[config.mk]
export PLATFORM = sky130hd
export DESIGN_NAME = accum_window_delta
export DESIGN_NICKNAME = d
export VERILOG_FILES = /design/src/rtl/accum_window_delta.sv
export SDC_FILE = /design/constraint.sdc
export NUM_CORES = 1
export LEC_CHECK = 0
export ABC_AREA = 0
export CAP_MARGIN = 20
export CORE_MARGIN = 3
export CORE_UTILIZATION = 53
export DETAILED_ROUTE_END_ITERATION = 8
export PLACE_DENSITY = 0.78
export SETUP_SLACK_MARGIN = 0.5
export SLEW_MARGIN = 25
export SYNTH_ARGS = -nofsm -noshare
export SYNTH_HDL_FRONTEND = slang
export SYNTH_SLANG_ARGS = --single-unit
export TNS_END_PERCENT = 30
[constraint.sdc]
create_clock -name clk -period 2.25 [get_ports clk]
set_clock_uncertainty 0.15 [all_clocks]
set_input_delay 0.3375 -clock clk [delete_from_list [all_inputs] [get_ports clk]]
set_output_delay 0.3375 -clock clk [all_outputs]
set_load 0.005 [all_outputs]
[src/rtl/accum_window_delta.sv]
// accum_window_delta
// Samples an upstream accumulator's running sum once per WINDOW enabled
// cycles and reports the amount added during each window (mod 2^WIDTH),
// together with a wrap indication. Results are held in a one-entry output
// register behind a valid/ready handshake; a sticky flag records any
// completed window that had to be dropped because the register was full.
module accum_window_delta #(
    parameter int WIDTH  = 16,
    parameter int WINDOW = 4
) (
    input  logic             clk,
    input  logic             reset,
    input  logic             enable,
    input  logic [WIDTH-1:0] sum_in,
    input  logic             delta_ready,
    output logic [WIDTH-1:0] delta_out,
    output logic             delta_valid,
    output logic             wrap_flag,
    output logic             overrun
);

    localparam int CNT_W = (WINDOW > 1) ? $clog2(WINDOW) : 1;
    localparam logic [CNT_W-1:0] LAST_CNT = CNT_W'(WINDOW - 1);

    // PRIME: waiting for the first completion to establish a baseline.
    // RUN:   every completion produces a result.
    localparam logic [0:0] PRIME = 1'b0;
    localparam logic [0:0] RUN   = 1'b1;

    logic [CNT_W-1:0] cnt;
    logic [WIDTH-1:0] snap;
    logic [0:0]       state;

    logic             complete;
    logic             accept;
    logic             result_ready;
    logic [WIDTH-1:0] delta_next;
    logic             wrap_next;

    // Decode window completion, handshake acceptance and the new result.
    always_comb begin
        // NOTE: every signal gets a default at the top of the block so no
        // path can leave it unassigned and infer a latch.
        complete     = 1'b0;
        accept       = 1'b0;
        result_ready = 1'b0;
        delta_next   = '0;
        wrap_next    = 1'b0;

        complete     = enable && (cnt == LAST_CNT);
        accept       = delta_valid && delta_ready;
        result_ready = complete && (state == RUN);
        // Borrow is discarded: the difference is the window's sum mod 2^WIDTH.
        delta_next   = sum_in - snap;
        // A smaller sum than the baseline means the accumulator wrapped.
        wrap_next    = (sum_in < snap);
    end

    // Window counter: advances on enabled cycles, wraps after WINDOW-1.
    always_ff @(posedge clk or posedge reset) begin
        // NOTE: sequential state uses non-blocking assignments so every
        // register samples the pre-edge values of the others.
        if (reset) begin
            cnt <= '0;
        end else if (enable) begin
            if (cnt == LAST_CNT) begin
                cnt <= '0;
            end else begin
                cnt <= cnt + CNT_W'(1);
            end
        end
    end

    // Baseline tracking: every completion (kept or dropped) moves the
    // baseline, and the first one after reset only primes it.
    always_ff @(posedge clk or posedge reset) begin
        if (reset) begin
            snap  <= '0;
            state <= PRIME;
        end else if (complete) begin
            snap  <= sum_in;
            state <= RUN;
        end
    end

    // One-entry output register with sticky overrun.
    always_ff @(posedge clk or posedge reset) begin
        if (reset) begin
            delta_out   <= '0;
            delta_valid <= 1'b0;
            wrap_flag   <= 1'b0;
            overrun     <= 1'b0;
        end else if (result_ready) begin
            if (!delta_valid || delta_ready) begin
                // Register empty, or being drained on this same edge.
                delta_out   <= delta_next;
                wrap_flag   <= wrap_next;
                delta_valid <= 1'b1;
            end else begin
                // Register still occupied: keep the old result, drop the new.
                overrun <= 1'b1;
            end
        end else if (accept) begin
            // Data and flag keep their last values once consumed.
            delta_valid <= 1'b0;
        end
    end

endmodule

==> summary.md <==
| Metric | Value |
|---|---|
| Worst Hold Class | `input pin to flop` |
| Synth area leader | `sky130_fd_sc_hd__dfrtp_1` |
| Number of max-capacitance violations reported | `0` |
| Number of distinct library cells after synthesis | `36` |
| Fmax | `470 MHz` |
| Leakage power of the design | `1.50 nW` |
| DR iter-0 viols | `88` |
| Clock tree from TritonCTS | `built` |
| Worst EP arrival | `2160 ps` |
| Area growth syn-to-layout | `45.2%` |
| Number of antenna violations at the first check in global routing | `0` |
| Vias/cell | `5.58` |
| Final Critical Period | `2130 ps` |
| Clock root buffer | `sky130_fd_sc_hd__clkbuf_8` |
| Cell with the most instances after synthesis | `sky130_fd_sc_hd__dfrtp_1` |
| Num CTS Buffers | `5` |
| DPL Wire Length | `3730 µm` |
| Initial Utilization | `57.6%` |
| Number of filler cells placed in the layout | `235` |
| Clock network latency to the later pin of the worst-skew pair | `300 ps` |
| Total via count in the routed design | `1960` |
| Core area | `3850 µm²` |
| Gpl congestion | `0.907` |
| Async set-or-reset flop fraction in the synthesized netlist | `100%` |
| Count of nets after finishing | `340` |
| Fraction of the yosys area taken by sequential cells | `42.8%` |
| Peak fanout along the critical path | `4` |
| Finished Core Util | `83.7%` |
| Share of the synthesized area in the top cell type | `42.8%` |
| Category of the critical setup timing path | `flop to flop` |
| Ratio of total power to cell area | `1440 nW/µm²` |
| Mean post-synth cell area | `9.87 µm²` |
| Number of nets produced by synthesis | `263` |
| Sum of internal, switching and leakage power | `4.65 mW` |
| Crit. End Element | `flop` |
| Summed instance area of the synthesized netlist | `2220 µm²` |
| Post-synthesis cell count | `225` |
| Largest net degree at the start of global routing | `39` |
| Total DRC errors in the routed layout | `0` |
| Total Die Area | `5000 µm²` |
| First-pass GRT wire length | `9170 µm` |
| Setup-failing EPs final | `0` |
| Vias in the first global route | `1934` |
| Type of origin of the critical path | `flop` |
| Wire length per cell | `17.0 µm` |
| Floorplan die width | `70.7 µm` |
| Die outline height | `70.7 µm` |
| CTS max path bufs | `2` |
| Yosys warning count | `0` |
| Final hold violation count | `0` |
| TritonCTS sink count | `38` |
| Detailed-router iteration count before antenna repair | `4` |
| Hold Buf Count CTS | `0` |
| Unrepaired setup endpoints after global routing | `true` |
| Number of flops mapped to enable cells by yosys | `0` |
| Top flip-flop cell by instance count after synthesis | `sky130_fd_sc_hd__dfrtp_1` |
| Share of post-route cells with drive strength above 1 | `32.7%` |
| Status | `completed` |
| Top cells by count, synth | `38 x sky130_fd_sc_hd__dfrtp_1, 32 x sky130_fd_sc_hd__nand2_1, 23 x sky130_fd_sc_hd__o21ai_0, 22 x sky130_fd_sc_hd__inv_1, 17 x sky130_fd_sc_hd__ha_1` |
| I/O Buffers | `38` |
| Total wire length after detailed routing | `5960 µm` |
| Total congestion overflow | `0` |
| Worst-Margin Slew | `484 ps` |
| Final clock period utilization by the worst path | `94.5%` |
| Cell row count | `22` |
| Total routing usage reported by global routing | `23.5%` |
| Hold_sp | `sum_in[5]` |
| Launch point of the critical path | `snap[0]` |
| Setup TNS | `0 ps` |
| Count of non-filler cells in the finished layout | `351` |
| Number of nets still failing antenna checks after routing | `0` |
| Number of register bits inferred by synthesis | `38` |
| Final max-slew violation count | `0` |
| Clk pin slew, worst setup/hold paths | `80 ps` |
| Number of top-level pins | `39` |
| Diodes inserted | `0` |
| Critical register-to-register path startpoint | `snap[0]` |
| Number of H-tree branching levels | `2` |
| Inst Count DP | `335` |
| Required arrival time at the worst endpoint | `2280 ps` |
| Peak supply drop | `0.000856 V` |
| Slew headroom | `67.7%` |
| Main area contributors after synthesis | `sky130_fd_sc_hd__dfrtp_1 43%, sky130_fd_sc_hd__ha_1 9.6%, sky130_fd_sc_hd__mux2_2 7.6%` |
## worst max-delay path, stage by stage, from the launching register on
cell	delay, ps
sky130_fd_sc_hd__dfrtp_1	410
sky130_fd_sc_hd__ha_4	180
sky130_fd_sc_hd__fa_2	350
sky130_fd_sc_hd__nor2b_2	140
sky130_fd_sc_hd__o2111ai_2	140
sky130_fd_sc_hd__a21oi_2	270
sky130_fd_sc_hd__a21oi_2	100
sky130_fd_sc_hd__xor2_1	190
sky130_fd_sc_hd__o21ai_1	70
## worst paths after layout
path                                  to  slack [ps]  cells after the start
hold reg to reg                  overrun         330                      1
hold / removal                   snap[5]         230                      2
setup / recovery           delta_out[12]         120                      8
min in group asynchronous        snap[0]         290                      3
setup reg to reg           delta_out[12]         120                      8
max in group asynchronous       snap[13]        1300                      3
## kinds of logic after synthesis
family | share of synthesized area, %
AOI/OAI and AO/OA | 17.5
xor gates and xnor gates | 5.13
adders and majority gates | 10.5
buffers and inverters | 5.07
DFF | 42.8
muxes | 8.06
and+or+nand+nor | 10.9
## layout by cell type, fill, tap and decap left out, drive strengths merged, types with 4 or more instances in the layout
cell | synthesis | final
ha | 17 | 17
mux2 | 15 | 15
inv | 22 | 22
nand2 | 32 | 32
xnor2 | 7 | 7
dfrtp | 38 | 38
o21ai | 25 | 25
dlygate4sd2 | 0 | 10
clkdlybuf4s50 | 0 | 27
xor2 | 6 | 6
clkbuf | 5 | 6
a21o | 4 | 4
nand3 | 4 | 4
nand2b | 8 | 8
buf | 1 | 38
a21oi | 15 | 15
## sequential cells by signal (all words and copies together) (netlist names)
| signal | flops |
|---|---|
| overrun | 1 |
| state | 1 |
| snap | 16 |
| delta_out | 16 |
| delta_valid | 1 |
| cnt | 2 |
| wrap_flag | 1 |
## per-stage QoR
stage	instance area [µm²]	setup WS [ps]	hold slack, ps
finish	3230	125	229
global route	3230	5.13	271
CTS	3150	47.1	286
detailed placement	2870	-350	303
global placement	2870	-298	300
floorplan	2240	270	280
## final cells by class
class / instances / area [µm²] / area share (%)
Sequential cell: 38 / 951 / 29.5
Clock buffer: 6 / 82.6 / 2.56
Multi-Input combinational cell: 159 / 1360 / 42.1
Inverter: 22 / 82.6 / 2.56
Timing Repair Buffer: 76 / 678 / 21.0
Clock inverter: 2 / 12.5 / 0.388
Tap cell: 48 / 60.1 / 1.86
## what timing repair did
| item | CTS | global route |
|---|---|---|
| buffers inserted | 4 | 4 |
| gates resized for setup | 38 | 13 |
| pin swaps | 24 | 18 |
| endpoints found under the setup margin | 17 | 17 |
## layer usage
metal	share of wire, %	global-route usage, %	wire length [µm]
met1	39	26.1	2350
met2	52	41.8	3100
met3	4.8	5.97	287
met4	3.7	10.9	218
met5	0	0	0
## power breakdown
part | switching, mW | total, mW | internal (mW)
combinational | 1.37 | 2.96 | 1.58
clock | 0.251 | 0.497 | 0.246
sequential | 0.199 | 1.20 | 0.998
total | 1.82 | 4.65 | 2.83
Note: power is estimated with default switching activity, not from simulation.
==> edit: new RTL, same flow settings <==
Set the parameter `WINDOW` to 8 (it was 4).
--- a/src/rtl/accum_window_delta.sv
+++ b/src/rtl/accum_window_delta.sv
@@ -8,3 +8,3 @@
     parameter int WIDTH  = 16,
-    parameter int WINDOW = 4
+    parameter int WINDOW = 8
 ) (
Function: changed (Yosys sat finds a counterexample within 10 cycles, from zero or initial values and one cycle with reset high).
==> edit against the original RTL <==
The flow now finishes with violations (negative setup slack). Worst setup slack worse by 0.31 ns. Total power rose by 3.5%. Synthesized cell count increased by 8.9%. Final cell count grew 8.0%. Utilization is 2.2 points higher. Wire length increased by 21%. Design area is 9.5% higher. Via count is 13% higher. Critical path depth fell by 1. Synthesized area increased by 4.8%. Sequential cell count increased by 1. Sequential power about the same. Critical path type unchanged. Largest power group unchanged.
==> edit: results (changes against the original RTL) <==
Outcome
  • Outcome: finished with violations
  • Violated checks: negative setup slack

GRT
  • Global routing usage on met1: 35.7% (+9.6 points)
  • Met2 capacity usage during global routing: 50.1% (+8.2 points)
  • Vias in the first global route: 2,337 (+21%)
  • Overall track demand over capacity in global routing: 29.2% (+5.7 points)
  • Largest net degree at the start of global routing: 40 (+2.6%)
  • Met3 Use GR: 7.06% (+1.1 points)

Power and ir drop
  • Highest ir drop seen on vdd: 0.000786 V (-8.2%)
  • Total internal power: 2840 µW (+0.57%)
  • Register share of total power: 25.0% (-0.7 points)
  • Total power: 4810 µW (+3.5%)
  • Leakage power: 0.00161 µW (+7.2%)
  • Power dissipated in the clock network: 475 µW (-4.4%)

Placed design
  • Place WS: -0.623 ns (-0.273 ns)
  • Routability congestion estimate: 0.885 (-2.5%)
  • Placed cells: 363 (+8.4%)

Timing
  • Post-Route Setup TNS: -0.606 ns (-0.606 ns)
  • Final critical-path setup slack: -0.186 ns (-0.311 ns)
  • Setup violators final: 5 (+5)
  • Max-slew headroom: 66.2% (-1.5 points)

Final layout
  • Share of final-layout standard cells stronger than drive strength 1: 35.9% (+3.2 points)
  • Fillers: 220 (-6.4%)

Synth
  • Biggest area contributors in the synthesized netlist: dfrtp_1 42%, ha_1 9.7%, mux2_2 7.3%
  • Arithmetic-cell share of the synthesized area counting full adders, half adders and majority gates: 10.5% (+0.059 points)
  • Distinct cells, synth: 44 (+22%)
  • Multiplexer fraction of the synthesized cell area: 7.69% (-0.37 points)
  • Xor/xnor cell area share of the yosys netlist: 2.26% (-2.9 points)
  • Compound-cell area share of the yosys netlist: 18.9% (+1.3 points)
  • Mean cell area of the mapped netlist: 9.50 µm² (-3.8%)
  • Most numerous cell types in the synthesized netlist: 39 x dfrtp_1, 33 x nand2_1, 23 x inv_1, 21 x o21ai_0, 18 x ha_1

Setup path
  • Crit path DAT: 2.47 ns (+0.31 ns)
  • Maximum net fanout on the critical path: 2 (-2)
  • Crit-path slowest cell: a2111o_1

Routing
  • Post-Route WL: 7230 µm (+21%)
  • Vias per std cell: 5.83 (+4.4%)
  • Initial drt markers: 162 (+84%)
  • Via count: 2,209 (+13%)
  • Routed length on met3: 509 µm (+77%)
-- edit: cell count changes after synthesis, moves of 3 or more --
cell / unedited run / this run
o211ai_1: 2 / 5
a211o_1: 0 / 3
nand3_1: 4 / 7
xnor2_1: 7 / 2
nor2_1: 3 / 7
-- edit: area by class of cell --
cell class              instances  area (µm²)  area share, %
inverters                      23        86.3           2.44
clock inverters                 3        15.0          0.425
multi-input cells             174        1560           44.3
flip-flops and latches         39         976           27.6
repair buffers                 85         761           21.5
clock buffers                   5        68.8           1.95
well taps                      50        62.6           1.77
-- edit: path summary, 6_finish.rpt --
path | endpoint | startpoint | cells after the start | slack (ns)
hold / removal | snap[5] | sum_in[5] | 2 | 0.29
hold reg to reg | delta_out[0] | delta_out[0] | 2 | 0.34
min in group asynchronous | snap[2] | reset | 3 | 0.30
setup reg to reg | delta_out[12] | snap[0] | 7 | -0.19
max in group asynchronous | delta_out[12] | reset | 3 | 1.29
setup / recovery | delta_out[12] | snap[0] | 7 | -0.19
